$ cat src/rtl/bin_to_digit_writer.sv
// bin_to_digit_writer
// Converts a binary value to 8 BCD digits using a sequential double-dabble
// (one shift per cycle). It then writes each digit into the per-digit
// latches of the seven-segment display stage through the cs/data4/en
// interface.
// Ports:
//   clk, rst        clock and synchronous active-high reset
//   start, bin_in   request strobe (sampled in IDLE) and the value to convert
//   busy, done      operation in progress, and a one-cycle completion pulse
//   ovf             captured value exceeds 99_999_999 (all digits show 4'hE)
//   cs, data4, en   digit select, digit nibble and latch strobe
module bin_to_digit_writer #(
    parameter int unsigned BIN_W    = 27,
    parameter int unsigned EN_W     = 2,
    parameter int unsigned LZ_BLANK = 0
) (
    input  logic             clk,
    input  logic             rst,
    input  logic             start,
    input  logic [BIN_W-1:0] bin_in,
    output logic             busy,
    output logic             done,
    output logic             ovf,
    output logic [2:0]       cs,
    output logic [3:0]       data4,
    output logic             en
);

    localparam int unsigned BCD_W   = 32;
    localparam int unsigned CNT_W   = $clog2(BIN_W + 1);
    localparam int unsigned PH_W    = $clog2(EN_W + 2);
    localparam int unsigned MAX_VAL = 99_999_999;
    localparam logic [PH_W-1:0]  PH_HOLD = PH_W'(EN_W + 1);
    localparam logic [CNT_W-1:0] CNT_END = CNT_W'(BIN_W);

    typedef enum logic [1:0] {S_IDLE, S_CONV, S_WRITE, S_DONE} state_t;

    state_t             state_q, state_nx;
    logic [CNT_W-1:0]   cnt_q, cnt_nx;
    logic [PH_W-1:0]    ph_q, ph_nx;
    logic [BCD_W-1:0]   bcd_q, bcd_nx, bcd_adj, upper;
    logic [BIN_W-1:0]   bin_q, bin_nx;
    logic [2:0]         cs_q, cs_nx;
    logic [3:0]         data4_q, data4_nx, nib;
    logic               en_q, en_nx, busy_q, busy_nx, done_q, done_nx;
    logic               ovf_q, ovf_nx, ovf_c;

    assign ovf_c = 64'(bin_q) > 64'(MAX_VAL);

    // State and registered outputs
    always_ff @(posedge clk) begin
        if (rst) begin
            state_q <= S_IDLE;
            cnt_q   <= '0;
            ph_q    <= '0;
            bcd_q   <= '0;
            bin_q   <= '0;
            cs_q    <= '0;
            data4_q <= '0;
            en_q    <= 1'b0;
            busy_q  <= 1'b0;
            done_q  <= 1'b0;
            ovf_q   <= 1'b0;
        end else begin
            state_q <= state_nx;
            cnt_q   <= cnt_nx;
            ph_q    <= ph_nx;
            bcd_q   <= bcd_nx;
            bin_q   <= bin_nx;
            cs_q    <= cs_nx;
            data4_q <= data4_nx;
            en_q    <= en_nx;
            busy_q  <= busy_nx;
            done_q  <= done_nx;
            ovf_q   <= ovf_nx;
        end
    end

    // Next-state, datapath and output decode
    always_comb begin
        state_nx = state_q;
        cnt_nx   = cnt_q;
        ph_nx    = ph_q;
        bcd_nx   = bcd_q;
        bin_nx   = bin_q;
        cs_nx    = cs_q;
        data4_nx = data4_q;
        ovf_nx   = ovf_q;
        bcd_adj  = bcd_q;
        nib      = '0;
        upper    = '0;

        // Double-dabble correction: each nibble >= 5 gets +3 before the shift
        for (int i = 0; i < 8; i++) begin
            nib = bcd_q[4*i +: 4];
            if (nib >= 4'd5) begin
                bcd_adj[4*i +: 4] = nib + 4'd3;
            end
        end

        unique case (state_q)
            S_IDLE: begin
                if (start) begin
                    bin_nx   = bin_in;
                    bcd_nx   = '0;
                    cnt_nx   = '0;
                    ovf_nx   = 1'b0;
                    state_nx = S_CONV;
                end
            end
            S_CONV: begin
                if (cnt_q == CNT_END) begin
                    ph_nx    = '0;
                    cs_nx    = '0;
                    state_nx = S_WRITE;
                end else begin
                    // bin_q is still the captured value on the first iteration
                    if (cnt_q == '0) begin
                        ovf_nx = ovf_c;
                    end
                    bcd_nx = {bcd_adj[BCD_W-2:0], bin_q[BIN_W-1]};
                    bin_nx = {bin_q[BIN_W-2:0], 1'b0};
                    cnt_nx = cnt_q + CNT_W'(1);
                end
            end
            S_WRITE: begin
                if (ph_q == PH_HOLD) begin
                    ph_nx = '0;
                    if (cs_q == 3'd7) begin
                        cs_nx    = '0;
                        state_nx = S_DONE;
                    end else begin
                        cs_nx = cs_q + 3'd1;
                    end
                end else begin
                    ph_nx = ph_q + PH_W'(1);
                end
            end
            S_DONE: begin
                state_nx = S_IDLE;
            end
            default: begin
                state_nx = S_IDLE;
            end
        endcase

        // Digit nibble for the slot being entered; held stable across the slot
        upper = bcd_q >> {cs_nx, 2'b00};
        if (state_nx == S_WRITE) begin
            if (ovf_q) begin
                data4_nx = 4'hE;
            end else if ((LZ_BLANK != 0) && (upper == '0) && (cs_nx != 3'd0)) begin
                data4_nx = 4'hF;
            end else begin
                data4_nx = upper[3:0];
            end
        end

        en_nx   = (state_nx == S_WRITE) && (ph_nx != '0) && (ph_nx != PH_HOLD);
        busy_nx = (state_nx != S_IDLE);
        done_nx = (state_nx == S_DONE);
    end

    assign busy  = busy_q;
    assign done  = done_q;
    assign ovf   = ovf_q;
    assign cs    = cs_q;
    assign data4 = data4_q;
    assign en    = en_q;

endmodule

$ cat config.mk
export PLATFORM = sky130hd
export DESIGN_NAME = bin_to_digit_writer
export DESIGN_NICKNAME = d
export VERILOG_FILES = /design/src/rtl/bin_to_digit_writer.sv
export SDC_FILE = /design/constraint.sdc
export NUM_CORES = 1
export LEC_CHECK = 0
export BUFFER_PORTS_ARGS = -buffer_cell sky130_fd_sc_hd__buf_4
export CAP_MARGIN = 15
export CORE_ASPECT_RATIO = 0.5
export CORE_MARGIN = 2
export CORE_UTILIZATION = 45
export DETAILED_ROUTE_END_ITERATION = 10
export PLACE_DENSITY = 0.66
export SLEW_MARGIN = 25
export SYNTH_ARGS = -nofsm -noshare
export SYNTH_HDL_FRONTEND = slang
export SYNTH_SLANG_ARGS = --single-unit
$ cat constraint.sdc
create_clock -name clk -period 2.44 [get_ports clk]
set_input_delay 0.122 -clock clk [delete_from_list [all_inputs] [get_ports clk]]
set_output_delay 0.122 -clock clk [all_outputs]
set_load 0.01 [all_outputs]
### Word level (Yosys, flattened, before mapping)

Cells that the tools add are included.

* register bits after elaboration: 79
* bits of input ports: 30
* output and inout bits: 11
* logic and storage cells: 87

* add/subtract/negate cells: 11
* magnitude comparators: 9
* equality and inequality tests: 12
* shifts and indexed selects: 1
* multiplexer cells: 34
* reduce and logical (&&, ||, !) cells: 9

Operator list (number)
* $mux 32: 2
* $pmux 32 s2: 1
* $mux 27: 2
* $pmux 27 s2: 1
* $ge 4x3->1 const B: 8
* $mux 4: 8
* $shr 32x5->4: 1
* $add 4x2->4 const B: 7
* $gt 27x27->1 const B: 1
* $mux 2: 6
* $mux 3: 4
* $eq 2x2->1 const B: 5
* $mux 5: 2
* $pmux 5 s2: 1
* $ne 2x2->1 const B: 4
* $pmux 2 s4: 1
* $pmux 3 s2: 1
* $reduce_bool 2->1: 3
* $add 5x1->5 const B: 1
* $eq 5x5->1 const B: 1
* $logic_not 5->1: 1
* $pmux 2 s2: 1
* $reduce_and 4->1: 1
* $add 3x1->3 const B: 1
* other kinds (9): 12

### Logic depth before layout (Yosys ltp)

Gate-level depths: netlist of the first run.

* depth after elaboration: 7
* gate-level depth with buffers: 10
* gate-level depth less buffers: 8

### Worst setup path after synthesis of the first run

OpenSTA, ideal clock, no wires.

* path type: flip-flop to flip-flop
* start point: reg state_q[0]
* end point: reg data4_q[0], in the netlist data4[0]
* library setup time: 88 ps
* arrival: 2211 ps
* required time: 2352 ps
* setup slack: 141 ps
* cell stages (with the launch flop): 10
* path buffers: 1
* period minus slack after synthesis: 2299 ps
* cell sequence: dfxtp_1 inv_1 ha_1 and2_1 a32oi_2 and2_4 buf_6 o21ai_2 a2111o_1 o32ai_2

* longest elaborated chain between the ends: 4
* elaborated cells on any way between the ends: 13
* classes of those cells: 4 x eq/ne; 1 x shift; 7 x mux; 1 x reduce/logical

Ends and longest elaborated chain
* start: declaration: line 38 `state_t state_q, state_nx;`
* start signal: assignment: line 65 `state_q <= state_nx;`
* $eq 2x2->1 (tied with other cells): line 101 `unique case (state_q)`
* $pmux 3 s2 / $mux 2 (equally long branches): line 101, 127
* $shr 32x5->4 / $pmux 2 s4 (equally long branches): line 148, 101
* $mux 4 / $eq 2x2->1 (equally long branches): line 150, 149
* end signal: assignment: line 71 `data4_q <= data4_nx;`
* end: declaration: line 44 `logic [3:0] data4_q, data4_nx, nib;`

Parallel ways exist; a longest one is shown, timed or not.
A chain may end at the register's enable or synchronous reset.

### Final worst setup path of the first run

* start point: reg cnt_q[0]
* end point: reg data4_q[1], in the netlist data4[1]

* longest elaborated chain between the ends: 5
* elaborated cells on any way between the ends: 8
* classes of those cells: 2 x eq/ne; 1 x shift; 5 x mux

Ends and longest elaborated chain
* start: declaration: line 39 `logic [CNT_W-1:0] cnt_q, cnt_nx;`
* start signal: assignment: line 66 `cnt_q <= cnt_nx;`
* $eq 5x5->1 *: line 112 `if (cnt_q == CNT_END) begin`
* $mux 3: line 112
* $pmux 3 s2: line 101
* $shr 32x5->4: line 148 `upper = bcd_q >> {cs_nx, 2'b00};`
* $mux 4: line 150 `if (ovf_q) begin`

Mark *: on every way between the ends. The rest lies on a longest branch, timed or not.

==> results of run 1 <==
## power by group through the flow
stage	Clock [W]	Sequential, W	Combinational (W)
final	0.00121	0.00141	0.000437
after global routing	0.00130	0.00142	0.000484
after CTS	0.00124	0.00141	0.000436
after detailed placement	0	0.00144	0.000434
after global placement	0	0.00143	0.000431
after floorplan	0	0.00142	0.000298
## worst max-delay path, cell delays in order (launching register included)
cell,delay (ns)
dfxtp_1,0.35
ha_1,0.27
nand4b_4,0.19
a21oi_1,0.09
o21ai_0,0.43
or2_0,0.32
mux2_2,0.38
a21o_1,0.15
## synthesized netlist by cell type (3+ instances only)
master	count	share of area, %
o22ai_1	3	0.43
inv_1	23	2.0
buf_1	3	0.26
ha_1	24	6.9
nor3_1	11	1.3
mux2_2	4	1.0
nor2_1	64	5.5
a21oi_1	35	4.0
buf_2	6	0.69
nand2_1	32	2.8
mux2i_1	31	7.1
xor2_1	10	2.0
nand3_1	15	1.7
xnor2_1	9	1.8
or4_1	9	1.6
clkbuf_1	16	1.4
a22oi_1	19	3.3
nor2b_1	6	0.86
and3_1	6	0.86
a211oi_1	28	4.8
dfxtp_1	79	36
o21ai_0	31	3.6
nand4_1	4	0.58
nand2b_1	9	1.3
## registers in the layout, indices dropped and copies added, names as in the netlist
signal	cells
ovf	1
bcd_q	32
done	1
bin_q	27
cnt_q	5
state_q	2
ph_q	2
data4	4
en	1
cs	3
busy	1
## cell type report
type                    count  area [um^2]
fillers                   882         4240
multi-input cells         383         2600
flip-flops and latches     79         1580
repair buffers             60          463
clock buffers              10          229
well taps                 135          169
inverters                  24         90.1
clock inverters             5         36.3
## how the worst min path moves through the flow
stage | to | slack (ns) | cells after the start
final | bin_q[0] | 0.03 | 3
after floorplan | bin_q[0] | 0.27 | 2
after global placement | bin_q[0] | 0.38 | 3
after CTS | bin_q[0] | 0.03 | 3
after detailed placement | bin_q[0] | 0.39 | 3
after global routing | bin_q[0] | 0.06 | 3
## through the flow
step	setup slack (ns)	util, %	cells	hold WS [ns]	cell area [um^2]
floorplan	0.141	-	512	0.270	4350
global placement	0.125	51.6	678	0.385	4850
detailed placement	0.104	51.6	678	0.391	4850
CTS	0.0713	54.4	693	0.0347	5120
global route	0.0152	54.9	696	0.0569	5170
finish	0.155	54.9	696	0.0350	5170
## logic make-up after synthesis
family                     synth area share [%]
adders and majority gates                  6.91
and+or+nand+nor                            18.7
AOI/OAI and AO/OA                          21.3
DFF                                        36.4
xor gates and xnor gates                   3.83
buffers and inverters                      4.66
muxes                                      8.17
## layer usage
metal  up-vias  track usage [%]  wire, um
met2        61             31.2      4300
met3        13             5.48       370
met5         -                0         0
met1      1703             25.8      4930
met4         0             7.37       165
li1       1931                -         -
## repair_timing
action	in CTS	in global routing
endpoints found under the hold margin	0	0
buffers inserted	0	3
setup endpoints to repair	0	5
gates resized for setup	0	8
==> reports/results.txt, run 1 <==
Post-route total power = 0.00306 W
Rel. slew slack = 42.9%
Port Buffers = 40
Commonest cells after routing, fill and taps aside = dfxtp_1 (79), nor2_1 (63), buf_4 (59)
Reg2reg start = cnt_q[0]
Vias per cell = 5.33
Area grow syn2layout = 19.0%
Post-synthesis cell area = 4350 um^2
R2R depth = 7
DRT Wirelength = 9760 um
Net Sw Power = 0.000834 W
Average routed wire per standard cell = 14.0 um
Largest net degree at the start of global routing = 81
Chip width = 143 um
Yosys cell types = 56
Peak supply drop = 0.357 mV
RSZ-0062 raised after global routing = no
Reg power frac = 46.0%
First drt pass iteration count = 4
CP arrival = 2.52 ns
Max Fclk = 0.438 GHz
Final Setup Violations = 0
HP Class = primary input to flop
1st-iter DRT viols = 176
Synthesized instance count = 512
Mapped Nets = 566
Logic pwr share = 14.3%
Worst-path fanout max = 7
Post-route setup TNS = 0 ns
Final-report hold violation count = 0
Power per Cell Area = 591 nW/um^2
Internal Power = 0.00222 W
Sequential area share after synthesis = 36.4%
Number of H-tree levels = 3
DIE AREA = 10500 um^2
CTS Buf Count = 9
Clock Latency Late Sink = 0.34 ns
Critical Path Sink = data4[1]
Num rows = 25
Post-synth EDFFs = 0
CTS clk-pin slew, worst paths = 0.06 ns
Overflow after GRT = 0
# nets final = 611
HP Start = bin_in[0]
Max Cap Viol = 0
Detailed-route via count = 3708
Critical path startpoint = cnt_q[0]
Kind of critical path = flop to flop
CP required = 2.67 ns
Initial Util = 46.2%
Ratio of cells with drive above 1 in the final layout = 16.9%
Crit path launch type = flop
CTS tree = yes
Leakage = 2.02 nW
Antenna violations before repair = 0
Global Route Usage Sum = 19.6%
Die H = 73.5 um
Seq cells post-synth = 79
Clk buf depth = 2
DR DRC count = 0
RePlAce Congestion = 0.928
Root Buffer = clkbuf_16
Yosys Warn Count = 0
Tcrit/Tclk final = 93.6%
Crit. End Element = flop
Commonest non-fill, non-tap cell in the layout = dfxtp_1
Diode count = 0
Clock power frac = 39.7%
Syn Area/Cell = 8.49 um^2
Clock period minus worst slack = 2.28 ns
Synth Flop Type = dfxtp_1
CTS Sinks = 79
Post-route ant nets = 0
Final Max Tran Viols = 0
Vias in the first global route = 3341
I/O pin count = 41
Internal reg-to-reg setup slack = 0.16 ns
Status = finished clean
First-pass GRT wire length = 16200 um
DP Wirelength = 6680 um
Core Region = 9420 um^2
Switching part of the total = 27.3%
Worst Skew = 0.00724 ns
Worst slew pin tran = 0.857 ns
Post-synth ARST share = 0%
Worst R2R End = data4[1]
Hold buffers post-CTS = 0
Power figures use the tool's default switching activity.
==> run 2, diff against run 1 <==
--- a/config.mk
+++ b/config.mk
@@ -5,9 +5,9 @@
 export SDC_FILE = /design/constraint.sdc
 export NUM_CORES = 1
 export LEC_CHECK = 0
+export ABC_AREA = 1
 export BUFFER_PORTS_ARGS = -buffer_cell sky130_fd_sc_hd__buf_4
 export CAP_MARGIN = 15
-export CORE_ASPECT_RATIO = 0.5
 export CORE_MARGIN = 2
 export CORE_UTILIZATION = 45
 export DETAILED_ROUTE_END_ITERATION = 10
==> run 2 against run 1 <==
Combinational power rose by 54%. Clock-buffer cell count fell by 1. Fmax rose by 8.3%. Worst setup slack improved by 0.17 ns. Routed wire length rose by 6.8%. Via count rose by 14%. Synthesized cell count rose by 22%. Sequential share of layout area rose by 0.91 points. Critical path type unchanged. Largest cell class unchanged.
==> reports/results.txt, run 2 <==
Max Cap Viol = 0
Internal reg-to-reg setup slack = 0.33 ns
Power per Cell Area = 674 nW/um^2
RSZ-0062 raised after global routing = no
Post-synth ARST share = 0%
Synth area leader = dfxtp_1
RePlAce Congestion = 0.855
Initial Util = 45.7%
First-pass GRT wire length = 17500 um
HP Start = bin_in[19]
First drt pass iteration count = 5
Crit path launch type = flop
Post-route ant nets = 0
Sequential area share after synthesis = 36.1%
Seq cells post-synth = 79
Commonest non-fill, non-tap cell in the layout = nand2_1
Mapped Nets = 679
Hold buffers post-CTS = 0
CP max-delay cell = buf_4
# nets final = 710
Tcrit/Tclk final = 86.5%
CTS Buf Count = 9
Biggest regs = bcd_q (32), bin_q (27), cnt_q (5)
Root Buffer = clkbuf_8
Die H = 103 um
DIE AREA = 10500 um^2
Most common cell in the netlist = nand2_1
Yosys Warn Count = 0
Port Buffers = 40
CTS clk-pin slew, worst paths = 0.09 ns
Vias per cell = 5.31
Synthesized instance count = 625
Core Region = 9590 um^2
Leakage = 2.00 nW
Antenna violations before repair = 0
CTS tree = yes
Clock period minus worst slack = 2.11 ns
Largest net degree at the start of global routing = 55
Num rows = 36
Most Frequent Cell on Critical Path = inv_1
Post-synthesis cell area = 4380 um^2
Yosys top cell area share = 36.1%
Synth top cells by count = nand2_1 (141), dfxtp_1 (79), inv_1 (67)
DR DRC count = 0
Commonest cells after routing, fill and taps aside = nand2_1 (141), dfxtp_1 (79), inv_1 (67)
Final Max Tran Viols = 0
I/O pin count = 41
DRT Wirelength = 10400 um
Overflow after GRT = 0
Area grow syn2layout = 14.6%
Post-route setup TNS = 0 ns
Diode count = 0
Detailed-route via count = 4220
Post-synth EDFFs = 0
Crit path cell chain = inv_1, ha_1, inv_1, nor2_2, inv_1, o21ai_1, inv_1, nand2_2, buf_4, a31oi_1, a211oi_1
Worst slew pin tran = 0.673 ns
1st-iter DRT viols = 200
Synth Flop Type = dfxtp_1
Reg2reg start = state_q[0]
Syn Area/Cell = 7.01 um^2
Vias in the first global route = 3879
R2R depth = 11
DP Wirelength = 7080 um
Crit path buffers/inverters = 5
Cell count of the worst hold path = 3
CP required = 2.72 ns
Resized Gates After CTS = 0
Placed cells = 778
Kind of critical path = flop to flop
Post-Layout Cell Count = 794
Rel. slew slack = 55.1%
Average routed wire per standard cell = 13.1 um
Worst Skew = 0.00919 ns
Final-report hold violation count = 0
Number of H-tree levels = 3
CTS Sinks = 79
Ratio of cells with drive above 1 in the final layout = 12.3%
Clk buf depth = 2
Worst R2R End = bcd_q[16]
Yosys cell types = 30
Peak supply drop = 0.396 mV
Delay-heaviest family, CP = buffers and inverters
Crit path largest cell delay = 0.44 ns
Clock Latency Late Sink = 0.37 ns
CP arrival = 2.39 ns
Max FFs per register = 32
HP Class = primary input to flop
Post-CTS setup buffer count = 0
Status = finished clean
Worst Hold Path EP = bin_q[19]
Largest reg by FF count = bcd_q
Crit. End Element = flop
Worst-path fanout max = 54
Global Route Usage Sum = 20.8%
Chip width = 103 um
Max Fclk = 0.474 GHz
Final Setup Violations = 0
Synth top area cells = dfxtp_1 (36%), nand2_1 (12%), ha_1 (6.8%)
## run 2: changes by cell type after synthesis, sizes merged, moves of 23 or more
cell / previous run / this run
nand3: 15 / 54
nand2: 32 / 148
nor2: 64 / 41
inv: 24 / 72
mux2i: 31 / 0
a31oi: 1 / 38
## run 2: worst max-delay path by stage
stage,to,depth (start not counted),from
3_3_place_gp,bcd_q[16],11,state_q[0]
2_1_floorplan,data4[2],13,state_q[0]
6_report,bcd_q[16],11,state_q[0]
4_1_cts,bcd_q[16],11,state_q[0]
5_1_grt,bcd_q[16],11,state_q[0]
3_5_place_dp,bcd_q[16],11,state_q[0]
## run 2: cells by family (layout without fill, tap and decap cells)
logic type                 Yosys count  after routing  synth area share, %
AOI/OAI and AO/OA                  155            155                 20.8
xor gates and xnor gates             6              6                 1.20
adders and majority gates           24             24                 6.85
buffers and inverters              100            136                 9.30
DFF                                 79             79                 36.1
and+or+nand+nor                    261            261                 25.7
## run 2: per-stage QoR
stage               worst slack [ns]  util (%)  power, W  hold slack, ns  instance area (um^2)
CTS                            0.334      52.4   0.00341          0.0159                  5020
global placement               0.330      49.8   0.00220           0.405                  4780
detailed placement             0.365      49.8   0.00221           0.415                  4780
global route                  0.0597      52.4   0.00359         0.00947                  5020
floorplan                      0.594         -   0.00202           0.283                  4380
finish                         0.330      52.4   0.00339          0.0264                  5020
## run 2: area by class of cell
cell class                      count  area [um^2]
Inverter                           72          275
Sequential cell                    79         1580
Tap cell                          133          166
Multi-Input combinational cell    446         2390
Timing Repair Buffer               48          360
Clock inverter                      7          121
Clock buffer                        9          124
Fill cell                         942         4570
## run 2: worst reg2reg max path, cell delays in order (launching register included)
cell	delay [ns]
dfxtp_1	0.33
inv_1	0.12
ha_1	0.21
inv_1	0.07
nor2_2	0.12
inv_1	0.07
o21ai_1	0.12
inv_1	0.11
nand2_2	0.08
buf_4	0.44
a31oi_1	0.15
a211oi_1	0.20
## run 2: report_power, final
group          leakage, nW  internal, W  total [W]  switching (W)
Sequential           0.647      0.00141    0.00152       0.000104
Clock                0.123     0.000683    0.00120       0.000515
Combinational         1.23     0.000242   0.000671       0.000429
Total                 2.00      0.00234    0.00339        0.00105
## run 2: routing by layer
metal / vias up / share of wire (%) / GRT usage (%)
met2: 83 / 47 / 34.0
met5: - / 0 / 0
li1: 2185 / - / -
met1: 1941 / 47 / 26.6
met4: 0 / 1.5 / 7.08
met3: 11 / 4.8 / 5.83
